### config.mk
export PLATFORM = sky130hd
export DESIGN_NAME = capture_ctrl
export DESIGN_NICKNAME = d
export VERILOG_FILES = /design/src/rtl/capture_ctrl.sv
export SDC_FILE = /design/constraint.sdc
export NUM_CORES = 1
export LEC_CHECK = 0
export BUFFER_PORTS_ARGS = -buffer_cell sky130_fd_sc_hd__buf_2
export CORE_AREA = 2 2 127 104
export DETAILED_ROUTE_END_ITERATION = 7
export DIE_AREA = 0 0 129 106
export GPL_TIMING_DRIVEN = 0
export PLACE_DENSITY = 0.71
export SETUP_SLACK_MARGIN = 0.5
export SLEW_MARGIN = 10
export SYNTH_ARGS = -nofsm -noshare
export SYNTH_HDL_FRONTEND = slang
export SYNTH_SLANG_ARGS = --single-unit
export TNS_END_PERCENT = 100
### constraint.sdc
create_clock -name clk_i -period 9.73 [get_ports clk_i]
set_input_delay 1.4595 -clock clk_i [delete_from_list [all_inputs] [get_ports clk_i]]
set_output_delay 1.4595 -clock clk_i [all_outputs]
set_load 0.01 [all_outputs]
### src/rtl/capture_ctrl.sv
// -----------------------------------------------------------------------------
// capture_ctrl
//
// Triggered capture controller for an ADC sample stream.
//
// Once armed, it watches accepted samples for a level crossing (rising or
// falling, unsigned compare against level_i). In auto mode it can also force
// a trigger after a number of accepted samples. The triggering sample goes to
// buffer address 0, and the following samples fill addresses 1..MEM_SIZE-1.
// The buffer is then presented for readout with a valid/ready handshake.
// After readout the block returns to IDLE (single mode) or waits out a
// holdoff period and re-arms (normal/auto mode).
//
// Ports
//   clk_i           : clock, rising edge
//   rst             : asynchronous active-high reset
//   sample_valid_i  : sample strobe; a sample is accepted whenever this is 1
//   sample_i        : sample value
//   level_i         : trigger level
//   edge_sel_i      : 0 = rising crossing, 1 = falling crossing
//   mode_i          : 0 = normal, 1 = auto, 2 = single, 3 = normal
//   arm_i           : start pulse (only honoured in IDLE)
//   abort_i         : stop pulse (any state, wins over arm_i)
//   auto_timeout_i  : accepted samples before a forced trigger (0 = never)
//   holdoff_i       : clock cycles spent in HOLDOFF before re-arming
//   w_en_o/w_addr_o/w_data_o : registered buffer write port
//   trigger_o       : one-cycle pulse alongside the address-0 write
//   forced_o        : current capture was started by the auto timeout
//   capture_done_o  : pulse alongside the final buffer write
//   rd_valid_o/rd_addr_o/rd_last_o/rd_ready_i : readout handshake
//   state_o         : IDLE=0, ARMED=1, CAPTURE=2, READOUT=3, HOLDOFF=4
// -----------------------------------------------------------------------------
module capture_ctrl #(
    parameter int DATA_SIZE = 12,
    parameter int ADDR_SIZE = 8,
    parameter int CNT_SIZE  = 16
) (
    input  logic                 clk_i,
    input  logic                 rst,
    input  logic                 sample_valid_i,
    input  logic [DATA_SIZE-1:0] sample_i,
    input  logic [DATA_SIZE-1:0] level_i,
    input  logic                 edge_sel_i,
    input  logic [1:0]           mode_i,
    input  logic                 arm_i,
    input  logic                 abort_i,
    input  logic [CNT_SIZE-1:0]  auto_timeout_i,
    input  logic [CNT_SIZE-1:0]  holdoff_i,
    output logic                 w_en_o,
    output logic [ADDR_SIZE-1:0] w_addr_o,
    output logic [DATA_SIZE-1:0] w_data_o,
    output logic                 trigger_o,
    output logic                 forced_o,
    output logic                 capture_done_o,
    output logic                 rd_valid_o,
    output logic [ADDR_SIZE-1:0] rd_addr_o,
    output logic                 rd_last_o,
    input  logic                 rd_ready_i,
    output logic [2:0]           state_o
);

    typedef enum logic [2:0] {
        ST_IDLE    = 3'd0,
        ST_ARMED   = 3'd1,
        ST_CAPTURE = 3'd2,
        ST_READOUT = 3'd3,
        ST_HOLDOFF = 3'd4
    } state_t;

    localparam logic [ADDR_SIZE-1:0] ADDR_LAST = '1;
    localparam logic [ADDR_SIZE-1:0] ADDR_ONE  = ADDR_SIZE'(1);
    localparam logic [CNT_SIZE-1:0]  CNT_ZERO  = '0;
    localparam logic [CNT_SIZE-1:0]  CNT_ONE   = CNT_SIZE'(1);
    localparam logic [CNT_SIZE:0]    HOLD_ONE  = (CNT_SIZE+1)'(1);

    state_t                 state_q, state_d;
    logic [1:0]             mode_q, mode_d;
    logic [DATA_SIZE-1:0]   prev_q, prev_d;
    logic                   prev_valid_q, prev_valid_d;
    logic [CNT_SIZE-1:0]    auto_cnt_q, auto_cnt_d;
    logic [CNT_SIZE-1:0]    hold_cnt_q, hold_cnt_d;
    logic [ADDR_SIZE-1:0]   wr_ptr_q, wr_ptr_d;
    logic [ADDR_SIZE-1:0]   rd_addr_q, rd_addr_d;
    logic                   w_en_q, w_en_d;
    logic [ADDR_SIZE-1:0]   w_addr_q, w_addr_d;
    logic [DATA_SIZE-1:0]   w_data_q, w_data_d;
    logic                   trigger_q, trigger_d;
    logic                   forced_q, forced_d;
    logic                   done_q, done_d;

    logic                   is_auto;
    logic                   is_single;
    logic                   rise_hit;
    logic                   fall_hit;
    logic                   real_trig;
    logic                   force_trig;
    logic [CNT_SIZE-1:0]    auto_cnt_inc;
    logic [CNT_SIZE:0]      hold_cnt_inc;

    assign is_auto   = (mode_q == 2'd1);
    assign is_single = (mode_q == 2'd2);

    // Crossing detection against the previous accepted sample. A crossing is
    // only meaningful once a previous sample exists in this armed period.
    assign rise_hit  = (prev_q < level_i) && (sample_i >= level_i);
    assign fall_hit  = (prev_q > level_i) && (sample_i <= level_i);
    assign real_trig = sample_valid_i && prev_valid_q && (edge_sel_i ? fall_hit : rise_hit);

    // The count includes the current sample, so a timeout of N forces on the
    // Nth accepted sample. A real crossing in the same cycle takes precedence.
    assign auto_cnt_inc = auto_cnt_q + CNT_ONE;
    assign force_trig   = is_auto && sample_valid_i && (auto_timeout_i != CNT_ZERO)
                          && (auto_cnt_inc == auto_timeout_i) && !real_trig;

    // One bit wider so a holdoff of all-ones cannot wrap the comparison.
    // HOLDOFF lasts holdoff_i cycles, with a minimum of one.
    assign hold_cnt_inc = {1'b0, hold_cnt_q} + HOLD_ONE;

    always_ff @(posedge clk_i or posedge rst) begin
        if (rst) begin
            state_q      <= ST_IDLE;
            mode_q       <= 2'd0;
            prev_q       <= '0;
            prev_valid_q <= 1'b0;
            auto_cnt_q   <= '0;
            hold_cnt_q   <= '0;
            wr_ptr_q     <= '0;
            rd_addr_q    <= '0;
            w_en_q       <= 1'b0;
            w_addr_q     <= '0;
            w_data_q     <= '0;
            trigger_q    <= 1'b0;
            forced_q     <= 1'b0;
            done_q       <= 1'b0;
        end else begin
            state_q      <= state_d;
            mode_q       <= mode_d;
            prev_q       <= prev_d;
            prev_valid_q <= prev_valid_d;
            auto_cnt_q   <= auto_cnt_d;
            hold_cnt_q   <= hold_cnt_d;
            wr_ptr_q     <= wr_ptr_d;
            rd_addr_q    <= rd_addr_d;
            w_en_q       <= w_en_d;
            w_addr_q     <= w_addr_d;
            w_data_q     <= w_data_d;
            trigger_q    <= trigger_d;
            forced_q     <= forced_d;
            done_q       <= done_d;
        end
    end

    always_comb begin
        state_d      = state_q;
        mode_d       = mode_q;
        prev_d       = prev_q;
        prev_valid_d = prev_valid_q;
        auto_cnt_d   = auto_cnt_q;
        hold_cnt_d   = hold_cnt_q;
        wr_ptr_d     = wr_ptr_q;
        rd_addr_d    = rd_addr_q;
        w_en_d       = 1'b0;
        w_addr_d     = w_addr_q;
        w_data_d     = w_data_q;
        trigger_d    = 1'b0;
        forced_d     = forced_q;
        done_d       = 1'b0;

        if (abort_i) begin
            // Partial progress is dropped; the next arm starts from scratch.
            state_d  = ST_IDLE;
            forced_d = 1'b0;
        end else begin
            unique case (state_q)
                ST_IDLE: begin
                    if (arm_i) begin
                        state_d      = ST_ARMED;
                        mode_d       = mode_i;
                        prev_valid_d = 1'b0;
                        auto_cnt_d   = '0;
                        forced_d     = 1'b0;
                    end
                end

                ST_ARMED: begin
                    if (sample_valid_i) begin
                        prev_d       = sample_i;
                        prev_valid_d = 1'b1;
                        auto_cnt_d   = auto_cnt_inc;
                        if (real_trig || force_trig) begin
                            state_d   = ST_CAPTURE;
                            trigger_d = 1'b1;
                            forced_d  = force_trig;
                            w_en_d    = 1'b1;
                            w_addr_d  = '0;
                            w_data_d  = sample_i;
                            wr_ptr_d  = ADDR_ONE;
                        end
                    end
                end

                ST_CAPTURE: begin
                    if (sample_valid_i) begin
                        w_en_d   = 1'b1;
                        w_addr_d = wr_ptr_q;
                        w_data_d = sample_i;
                        if (wr_ptr_q == ADDR_LAST) begin
                            state_d   = ST_READOUT;
                            done_d    = 1'b1;
                            rd_addr_d = '0;
                        end else begin
                            wr_ptr_d = wr_ptr_q + ADDR_ONE;
                        end
                    end
                end

                ST_READOUT: begin
                    if (rd_ready_i) begin
                        if (rd_addr_q == ADDR_LAST) begin
                            state_d    = is_single ? ST_IDLE : ST_HOLDOFF;
                            hold_cnt_d = '0;
                        end else begin
                            rd_addr_d = rd_addr_q + ADDR_ONE;
                        end
                    end
                end

                ST_HOLDOFF: begin
                    if (hold_cnt_inc >= {1'b0, holdoff_i}) begin
                        state_d      = ST_ARMED;
                        prev_valid_d = 1'b0;
                        auto_cnt_d   = '0;
                        forced_d     = 1'b0;
                    end else begin
                        hold_cnt_d = hold_cnt_inc[CNT_SIZE-1:0];
                    end
                end

                default: begin
                    state_d = ST_IDLE;
                end
            endcase
        end
    end

    assign w_en_o         = w_en_q;
    assign w_addr_o       = w_addr_q;
    assign w_data_o       = w_data_q;
    assign trigger_o      = trigger_q;
    assign forced_o       = forced_q;
    assign capture_done_o = done_q;
    assign state_o        = state_q;

    // Readout flags decode straight from registered state, so reset clears
    // them without waiting for a clock edge.
    assign rd_valid_o     = (state_q == ST_READOUT);
    assign rd_addr_o      = rd_addr_q;
    assign rd_last_o      = rd_valid_o && (rd_addr_q == ADDR_LAST);

endmodule

==> results of run 1 <==
per-layer routing:
metal	routed length, um	up-vias	global-route usage [%]
li1	-	2755	-
met1	7110	2654	31.8
met2	7060	173	37.6
met3	899	30	5.74
met4	330	0	6.91
met5	0	-	0
cell type report:
cell class,count,area [sq um],share of cell area (%)
inverters,64,243,3.39
plain buffers,32,156,2.18
flip-flops and latches,90,2250,31.5
clock inverters,5,60.1,0.839
clock buffers,11,253,3.53
multi-input cells,529,3440,48.1
well taps,175,219,3.06
repair buffers,102,533,7.45
state kept, by name, indices dropped and copies added, names as in the netlist:
name            count
auto_cnt_q         16
hold_cnt_q         16
prev_q             12
w_data_o           12
rd_addr_o           8
w_addr_o            8
wr_ptr_q            8
state_o             3
mode_q              2
capture_done_o      1
forced_o            1
prev_valid_q        1
trigger_o           1
w_en_o              1
critical path: cells and delay by family, from the launching register on:
kind | cells | cell delay, ns
compound gates | 3 | 0.45
flops | 1 | 0.41
fa+ha+maj | 2 | 0.56
simple gates | 9 | 2.61
buf+inv | 1 | 0.44
layout by cell type (no fill, tap or decap), types with 3 or more instances in the layout:
cell         n
nand4_1     24
a21boi_0     3
nor3_1      17
nor4_1       8
ha_1        44
buf_2      104
a211oi_1     7
clkbuf_16    9
xor2_1      10
o41ai_1      3
or2_2       14
inv_1       63
nand3_1     24
and3_1       7
and4_1       5
or3_1        4
mux2_4      10
nor2_1      47
a21oi_1     36
mux2_2       4
a21o_1       6
xnor2_1     19
and2_1       9
a31oi_1     22
a22o_1       4
o21ai_0     58
nand2_1     90
o211ai_1     3
clkbuf_1    23
nand2b_1     6
dfrtp_1     90
nand3b_1     3
final timing paths:
path                       cells after the start                   endpoint                      start  slack, ns
max                                           15  auto_cnt_q[9]$_DFFE_PP0P_  hold_cnt_q[0]$_DFFE_PP0P_       5.12
min                                            2      prev_q[8]$_DFFE_PP0P_      prev_q[8]$_DFFE_PP0P_       0.48
max reg2reg                                   15  auto_cnt_q[9]$_DFFE_PP0P_  hold_cnt_q[0]$_DFFE_PP0P_       5.12
min reg2reg                                    2      prev_q[8]$_DFFE_PP0P_      prev_q[8]$_DFFE_PP0P_       0.48
max in group asynchronous                      3    w_data_o[4]$_DFFE_PP0P_                        rst       7.92
min in group asynchronous                      2  hold_cnt_q[2]$_DFFE_PP0P_                        rst       1.18
through the flow:
stage / hold slack, ns / worst slack (ns)
6_report: 0.482 / 5.12
5_1_grt: 0.502 / 4.87
4_1_cts: 0.484 / 5.24
3_5_place_dp: 0.467 / 5.32
3_3_place_gp: 0.467 / 4.75
2_1_floorplan: 0.450 / 5.94
where the power goes:
group | internal, mW | total, mW | switching, mW
Clock | 0.215 | 0.367 | 0.152
Combinational | 0.178 | 0.401 | 0.223
Sequential | 0.461 | 0.529 | 0.0677
cell families after synthesis:
group	count (synthesis)	synth area share, %
AOI/OAI and AO/OA	166	17.1
xor gates and xnor gates	29	4.17
adders and majority gates	44	9.04
buffers and inverters	96	6.51
DFF	90	37.0
muxes	17	3.72
and+or+nand+nor	273	22.5
==> impl_metrics.py, run 1 <==
metrics = {
    "setup_path": {
        "critical_path_arrival_ns": 4.81,
        "path_max_fanout": 10,
        "crit_path_max_incr_delay_ns": 0.81,
        "cp_slowest_cell": "nor3_1",
        "startpoint_type": "flop",
        "crit_type": "flop to flop",
        "worst_ep_required_time_ns": 9.93,
        "crit_chain": "ha_1, nand4_1, nor3_1, nand4_1, and2_1, or2_2, ha_1, nand2_1, nor4_1, a31oi_1, nand2_1, a21oi_1, nor3_1, clkbuf_1, a31oi_1",
        "crit_path_end_kind": "flop",
    },
    "placed_design": {
        "post-place-cells": 992,
        "io_buffer_count": 101,
        "dp_hpwl_um": 11600,
        "place.gp.congestion": 0.915,
        "place_area_sq_um": 6850,
    },
    "run": {
        "cap_violations": 0,
    },
    "finish": {
        "area_growth_pct": 17.5,
        "drive_above_1_share_pct": 19.8,
        "fillCellCount": 1149,
        "stdcell_area_sq_um": 7160,
        "finalNonFillerCells": 1008,
        "n_antenna_cell": 0,
        "final_util_pct": 57.1,
        "nets": 937,
    },
    "die": {
        "die_h_um": 106,
        "initial_core_util_pct": 48.5,
        "rows": 37,
        "ios": 102,
        "fp.dieArea_sq_um": 13700,
        "core-area_sq_um": 12500,
        "die_width_um": 129,
    },
    "logic_synthesis": {
        "ys_ff_latch": 90,
        "syn_avg_cell_area_sq_um": 8.52,
        "synth_top_cell_by_area": "dfrtp_1",
        "ys_types": 67,
        "syn_area_sq_um": 6090,
        "async_flop_share_pct": 100,
        "synth_cells": 715,
        "yosys_warnings": 0,
        "synth_edf_count": 0,
        "synth_nets": 824,
        "ys.flop_type": "dfrtp_1",
        "synth_top_area_share_pct": 37.0,
        "synth_area_leaders": "dfrtp_1 (37%), ha_1 (9.0%), nand2_1 (5.5%)",
        "seq_area_frac_synth_pct": 37.0,
        "synthTopCellsByCount": "dfrtp_1 (90), nand2_1 (90), inv_1 (64)",
    },
    "clock_tree": {
        "h-tree-depth": 3,
        "cts_hold_buffers": 0,
        "insertion_delay_ns": 0.35,
        "clk_path_buf_depth": 2,
        "cts_buffers": 9,
        "ctsResizeCount": 0,
        "cts_tree": "built",
        "cts_root_buf": "clkbuf_16",
        "clkSinkCount": 90,
        "clk_pin_slew_ns": 0.07,
        "postCtsSetupBuffers": 0,
    },
    "sta": {
        "clock.fmax_mhz": 217,
        "period_share_pct": 47.4,
        "fin_skew_ns": 0.00747,
        "setup_viol": 0,
        "worstMarginPinSlew_ns": 0.944,
        "rsz0062_at_grt": "false",
        "drv_slew": 0,
        "hold_violations": 0,
        "tns_ns": 0,
        "finalCriticalPeriod_ns": 4.61,
        "slew_headroom_pct": 36.6,
    },
    "route": {
        "wl_um": 15400,
        "via_count": 5612,
        "first_iter_violations": 385,
        "drt_first_pass_iters": 6,
        "drc_errors": 0,
        "vias_per_cell": 5.57,
        "antenna_left": 0,
        "drt-wirelength-per-cell_um": 15.3,
    },
    "global_routing": {
        "antenna_found_initial": 0,
        "grt_usage_pct": 23.5,
        "grt_pass1_wl_um": 25600,
        "grt_pass1_vias": 5334,
        "grt_max_degree": 47,
        "overflow": 0,
    },
    "pwr": {
        "p_total_mw": 1.30,
        "p_per_area_nw_per_um2": 181,
        "power.ir.vdd_worst_v": 0.000161,
        "p_leak_nw": 3.43,
    },
    "worst_hold_path": {
        "hold_class": "flop to flop",
    },
    "status": {
        "outcome": "finished, final reports clean",
    },
}
No activity file was read; power rests on OpenSTA's default activity.
==> inputs of run 2 (changes only) <==
--- a/config.mk
+++ b/config.mk
@@ -10,7 +10,7 @@
 export DETAILED_ROUTE_END_ITERATION = 7
 export DIE_AREA = 0 0 129 106
 export GPL_TIMING_DRIVEN = 0
-export PLACE_DENSITY = 0.71
+export PLACE_DENSITY = 0.74
 export SETUP_SLACK_MARGIN = 0.5
 export SLEW_MARGIN = 10
 export SYNTH_ARGS = -nofsm -noshare
==> constraint.sdc (replaced) <==
create_clock -name clk_i -period 4.12 [get_ports clk_i]
set_input_delay 0.618 -clock clk_i [delete_from_list [all_inputs] [get_ports clk_i]]
set_output_delay 0.618 -clock clk_i [all_outputs]
set_load 0.01 [all_outputs]
==> run 2 against run 1 <==
Cell count up 0.99%; worst setup slack worse by 4.5 ns; die area is the same; final area up 2.8%; register-to-register slack worse by 4.5 ns; sequential share of layout area decreased by 0.81 points; non-clock buffer count up 11; utilization up 1.6 points; sequential cell count unchanged; combinational power grew 140%; clock-buffer cell count up 1.
==> impl_metrics.py, run 2 (synthesized netlist as in run 1, its figures left out) <==
metrics = {
    "status": {
        "outcome": "finished, final reports clean",
    },
    "sta": {
        "slew_headroom_pct": 57.0,
        "setup_ws_ns": 0.623,
        "hold_violations": 0,
        "tns_ns": 0,
        "worstMarginPinSlew_ns": 0.637,
        "finalCriticalPeriod_ns": 3.50,
        "rsz0062_at_grt": "false",
        "setup_viol": 0,
        "fin_skew_ns": 0.00451,
        "drv_slew": 0,
        "period_share_pct": 84.9,
        "clock.fmax_mhz": 286,
    },
    "pwr": {
        "power.ir.vdd_worst_v": 0.000299,
        "p_per_area_nw_per_um2": 412,
        "p_leak_nw": 3.51,
    },
    "finish": {
        "drive_above_1_share_pct": 22.7,
        "reg_top3": "auto_cnt_q: 16 flops, hold_cnt_q: 16 flops",
        "fillCellCount": 1135,
        "multi_input_area_sq_um": 3550,
        "nets": 948,
        "final_common_cell": "buf_2",
        "final_cell_mix": "buf_2 (104), nand2_1 (90), dfrtp_1 (88), inv_1 (63), o21ai_0 (57)",
        "seqCellArea_sq_um": 2250,
        "n_antenna_cell": 0,
        "area_growth_pct": 20.8,
    },
    "die": {
        "fp.dieArea_sq_um": 13700,
        "core-area_sq_um": 12500,
        "ios": 102,
        "die_h_um": 106,
        "die_width_um": 129,
        "rows": 37,
        "initial_core_util_pct": 48.5,
    },
    "route": {
        "wl_um": 15000,
        "first_iter_violations": 327,
        "antenna_left": 0,
        "via_count": 5553,
        "drt_first_pass_iters": 5,
        "drc_errors": 0,
        "drt-wirelength-per-cell_um": 14.8,
        "vias_per_cell": 5.45,
    },
    "clock_tree": {
        "h-tree-depth": 3,
        "clk_pin_slew_ns": 0.06,
        "cts_root_buf": "clkbuf_16",
        "cts_hold_buffers": 0,
        "clk_path_buf_depth": 2,
        "cts_buffers": 9,
        "insertion_delay_ns": 0.34,
        "cts_tree": "built",
        "clkSinkCount": 90,
    },
    "global_routing": {
        "grt_usage_pct": 22.4,
        "overflow": 0,
        "grt_max_degree": 51,
        "grt_pass1_wl_um": 24600,
        "grt_pass1_vias": 5140,
        "antenna_found_initial": 0,
    },
    "setup_path": {
        "crit_chain": "ha_2, nand4_1, buf_4, nor3_4, nand4_1, and2_1, or2_2, ha_4, nand2_1, nor4_4, a31oi_1, nand2_1, a21o_1, a221oi_4, buf_4, buf_8, o21ai_0",
        "crit_type": "flop to flop",
        "startpoint_type": "flop",
        "crit_path_end_kind": "flop",
        "cp_slowest_cell": "dfrtp_1",
        "path_max_fanout": 5,
        "crit_family": "simple AND/OR/NAND/NOR gates",
        "critical_path_arrival_ns": 3.74,
        "critPathBufInv": 3,
        "crit_path_max_incr_delay_ns": 0.38,
        "worst_ep_required_time_ns": 4.36,
    },
    "placed_design": {
        "dp_worst_setup_slack_ns": -0.329,
        "dp_hpwl_um": 11200,
        "place.gp.congestion": 0.872,
        "io_buffer_count": 101,
    },
    "worst_hold_path": {
        "hold_class": "primary input to asynchronous set/reset pin",
    },
    "run": {
        "cap_violations": 0,
    },
}
==> run 2: cell count changes in the layout (fill, tap and decap cells not counted), sizes merged <==
cell      previous run  this run
clkinv               1         2
inv                 66        64
clkinvlp             1         0
clkbuf              35        36
buf                110       121
==> run 2: layout make-up <==
cell class | instances | area share (%)
Sequential cell | 90 | 30.7
Timing Repair Buffer | 113 | 8.61
Tap cell | 175 | 2.98
Clock inverter | 3 | 0.544
Inverter | 64 | 3.30
Multi-Input combinational cell | 529 | 48.2
Clock buffer | 12 | 3.35
Buffer | 32 | 2.35
==> run 2: worst reg2reg max path, cell delays in order, from the launching register on <==
cell and delay (ns):
dfrtp_1 0.38, ha_2 0.22, nand4_1 0.11, buf_4 0.18, nor3_4 0.17, nand4_1 0.14
and2_1 0.19, or2_2 0.33, ha_4 0.30, nand2_1 0.10, nor4_4 0.28, a31oi_1 0.13
nand2_1 0.12, a21o_1 0.17, a221oi_4 0.07, buf_4 0.19, buf_8 0.13, o21ai_0 0.19
==> run 2: worst paths after layout <==
check / start / to / slack, ns / cells after the start
setup / recovery: hold_cnt_q[0]$_DFFE_PP0P_ / hold_cnt_q[6]$_DFFE_PP0P_ / 0.62 / 17
hold / removal: rst / hold_cnt_q[2]$_DFFE_PP0P_ / 0.33 / 2
setup reg to reg: hold_cnt_q[0]$_DFFE_PP0P_ / hold_cnt_q[6]$_DFFE_PP0P_ / 0.62 / 17
hold reg to reg: prev_q[8]$_DFFE_PP0P_ / prev_q[8]$_DFFE_PP0P_ / 0.48 / 2
max in group asynchronous: rst / auto_cnt_q[1]$_DFFE_PP0P_ / 3.16 / 3
min in group clk_i: prev_q[8]$_DFFE_PP0P_ / prev_q[8]$_DFFE_PP0P_ / 0.48 / 2
==> run 2: timing repair <==
item                                    4_1_cts  5_1_grt
cloned                                        0        1
resized for setup                            16       12
endpoints found under the hold margin         0        0
endpoints found under the setup margin       35       35
pin swaps                                     2        8
setup buffers                                 2        8
==> run 2: routing by layer <==
layer | track usage [%] | share of wire (%) | up-vias
li1 | - | - | 2772
met1 | 32.4 | 47 | 2597
met2 | 34.5 | 45 | 168
met3 | 4.28 | 6.7 | 16
met4 | 5.98 | 1.4 | 0
met5 | 0 | 0 | -
==> run 2: where the power goes <==
group | switching [mW] | internal [mW] | total, mW
sequential | 0.160 | 1.09 | 1.25
combinational | 0.529 | 0.434 | 0.964
clock | 0.337 | 0.482 | 0.819
==> run 2: through the flow <==
stage                     area [sq um]  util (%)  cells  power, mW  hold slack, ns
after global routing              7360      58.6   1018       3.25           0.379
after CTS                         7220      57.5   1009       3.03           0.350
after global placement            6820      54.3    991       2.16           0.464
final                             7360      58.6   1018       3.03           0.328
after detailed placement          6850      54.6    992       2.19           0.471
after floorplan                   6090         -    715       1.89           0.450
==> inputs of run 3 (changes only) <==
==> constraint.sdc (replaced) <==
create_clock -name clk_i -period 3.2 [get_ports clk_i]
set_input_delay 0.48 -clock clk_i [delete_from_list [all_inputs] [get_ports clk_i]]
set_output_delay 0.48 -clock clk_i [all_outputs]
set_load 0.01 [all_outputs]
==> run 3 against run 2 <==
The flow now finishes with violations (setup timing); sequential cell count stayed put; utilization is 5.5 points higher; clock power is 37% higher; combinational power is 57% higher; clock skew is 0.0019 ns higher; final area is 9.4% higher; critical endpoint is now hold_cnt_q[0]$_DFFE_PP0P_; largest power group unchanged; highest routed layer unchanged.
==> impl_metrics.py, run 3 (synthesized netlist as in run 1, its figures left out) <==
metrics = {
    "finish": {
        "area_growth_pct": 32.1,
        "finalNonFillerCells": 1055,
        "reg_top3": "auto_cnt_q: 16 flops, hold_cnt_q: 16 flops",
        "drive_above_1_share_pct": 31.9,
        "fillCellCount": 1052,
        "nets": 983,
        "final_common_cell": "buf_2",
        "multi_input_area_sq_um": 3860,
        "stdcell_area_sq_um": 8050,
        "seqCellArea_sq_um": 2260,
        "final_cell_mix": "buf_2 (104), nand2_1 (87), dfrtp_1 (87), inv_1 (62), nor2_1 (44)",
    },
    "sta": {
        "worstMarginPinSlew_ns": 0.636,
        "hold_violations": 0,
        "finalCriticalPeriod_ns": 3.43,
        "setup_viol": 35,
        "drv_slew": 0,
        "setup_ws_ns": -0.225,
        "slew_headroom_pct": 57.5,
        "clock.fmax_mhz": 292,
        "rsz0062_at_grt": "true",
        "period_share_pct": 107,
        "fin_skew_ns": 0.00642,
    },
    "die": {
        "ios": 102,
        "die_width_um": 129,
        "fp.dieArea_sq_um": 13700,
        "die_h_um": 106,
        "rows": 37,
        "core-area_sq_um": 12500,
        "initial_core_util_pct": 48.5,
    },
    "placed_design": {
        "place_area_sq_um": 7020,
        "dp_hpwl_um": 11300,
        "io_buffer_count": 101,
        "place.gp.congestion": 0.967,
        "post-place-cells": 993,
    },
    "global_routing": {
        "grt_usage_pct": 24.1,
        "overflow": 0,
        "grt_pass1_wl_um": 26200,
        "antenna_found_initial": 1,
        "grt_max_degree": 37,
        "grt_pass1_vias": 5326,
    },
    "route": {
        "vias_per_cell": 5.44,
        "wl_um": 16300,
        "drc_errors": 0,
        "drt_first_pass_iters": 5,
        "drt-wirelength-per-cell_um": 15.4,
        "antenna_left": 0,
        "first_iter_violations": 292,
        "via_count": 5742,
    },
    "setup_path": {
        "crit_path_max_incr_delay_ns": 0.61,
        "cp.depth": 14,
        "cp_slowest_cell": "or4_4",
        "rr_worst_depth": 14,
        "worst_ep_required_time_ns": 3.43,
        "r2r-end": "hold_cnt_q[0]$_DFFE_PP0P_",
        "r2r_slack_ns": -0.23,
        "critical_path_arrival_ns": 3.65,
        "critPathBufInv": 0,
        "crit_path_end_kind": "flop",
        "path_max_fanout": 4,
        "crit_family": "simple AND/OR/NAND/NOR gates",
        "startpoint_type": "flop",
        "crit_chain": "nand4_1, or4_4, nor2_4, nand3_2, o21a_1, or2_4, ha_4, nor2_2, nand2_1, a21oi_2, nand2_2, a21o_4, a221o_1, mux2_4",
        "crit_type": "flop to flop",
        "r2r_start": "hold_cnt_q[8]$_DFFE_PP0P_",
    },
    "pwr": {
        "p_per_area_nw_per_um2": 527,
        "p_leak_nw": 3.80,
        "power.ir.vdd_worst_v": 0.000299,
    },
    "clock_tree": {
        "cts_buffers": 9,
        "clk_pin_slew_ns": 0.06,
        "clk_path_buf_depth": 2,
        "clkSinkCount": 90,
        "cts_tree": "built",
        "h-tree-depth": 3,
        "cts_hold_buffers": 0,
        "insertion_delay_ns": 0.34,
        "cts_root_buf": "clkbuf_16",
    },
    "worst_hold_path": {
        "hold_class": "primary input to asynchronous set/reset pin",
    },
    "status": {
        "outcome": "finished with violations",
        "violations": "setup timing",
    },
    "run": {
        "cap_violations": 0,
    },
}
[run 3: changes by cell type in the layout (fill, tap and decap cells not counted), moves of 3 or more]
cell,change
ha_4,+6
buf_6,+10
ha_1,-6
nand2_1,-3
o21ai_0,-19
clkbuf_8,+3
buf_4,+26
or2_4,+5
o21ai_1,+7
nand3_1,-3
or2_2,-5
o21ai_2,+12
buf_8,+3
clkbuf_1,-7
[run 3: through the flow]
| step | util (%) | hold slack, ns | setup WS (ns) | power (mW) | setup TNS [ns] |
|---|---|---|---|---|---|
| global placement | 55.6 | 0.462 | -0.322 | 2.85 | -8.13 |
| floorplan | - | 0.450 | 0.0963 | 2.50 | 0 |
| global route | 64.1 | 0.264 | -0.356 | 4.51 | -9.73 |
| CTS | 62.4 | 0.226 | -0.104 | 4.18 | -0.797 |
| finish | 64.1 | 0.215 | -0.225 | 4.24 | -3.68 |
| detailed placement | 55.9 | 0.468 | -0.374 | 2.90 | -9.93 |
[run 3: worst max path at each step]
| stage | startpoint | end | slack (ns) |
|---|---|---|---|
| 2_1_floorplan | hold_cnt_q[8]$_DFFE_PP0P_ | hold_cnt_q[0]$_DFFE_PP0P_ | 0.1 |
| 3_3_place_gp | hold_cnt_q[0]$_DFFE_PP0P_ | hold_cnt_q[2]$_DFFE_PP0P_ | -0.32 |
| 3_5_place_dp | hold_cnt_q[0]$_DFFE_PP0P_ | prev_valid_q$_DFFE_PP0P_ | -0.37 |
| 4_1_cts | hold_cnt_q[8]$_DFFE_PP0P_ | hold_cnt_q[0]$_DFFE_PP0P_ | -0.10 |
| 5_1_grt | hold_cnt_q[7]$_DFFE_PP0P_ | hold_cnt_q[0]$_DFFE_PP0P_ | -0.36 |
| 6_report | hold_cnt_q[8]$_DFFE_PP0P_ | hold_cnt_q[0]$_DFFE_PP0P_ | -0.23 |
[run 3: layout make-up]
cell class	instances	area share (%)
buffer	32	2.71
inverter	64	3.03
clock inverter	3	0.575
timing repair buffer	148	11.5
sequential	90	28.0
antenna	1	0.0311
clock buffer	13	3.36
tap	175	2.72
multi-input combinational	529	48.0
[run 3: routing by layer]
layer	routed length, um	up-vias	global-route usage (%)
met5	0	-	0
met4	261	0	6.06
met3	712	25	3.42
met2	7520	158	38.2
met1	7790	2711	34.7
li1	-	2848	-
[run 3: report_power, final]
group / internal, mW / switching, mW
Sequential: 1.40 / 0.210
Clock: 0.671 / 0.448
Combinational: 0.713 / 0.792
[run 3: repair_timing]
item                       4_1_cts  5_1_grt
setup endpoints to repair       68       60
hold endpoints to repair         0        0
gates cloned                     1        0
buffers inserted                37        7
pin swaps                       25       22
resized for setup               47       50
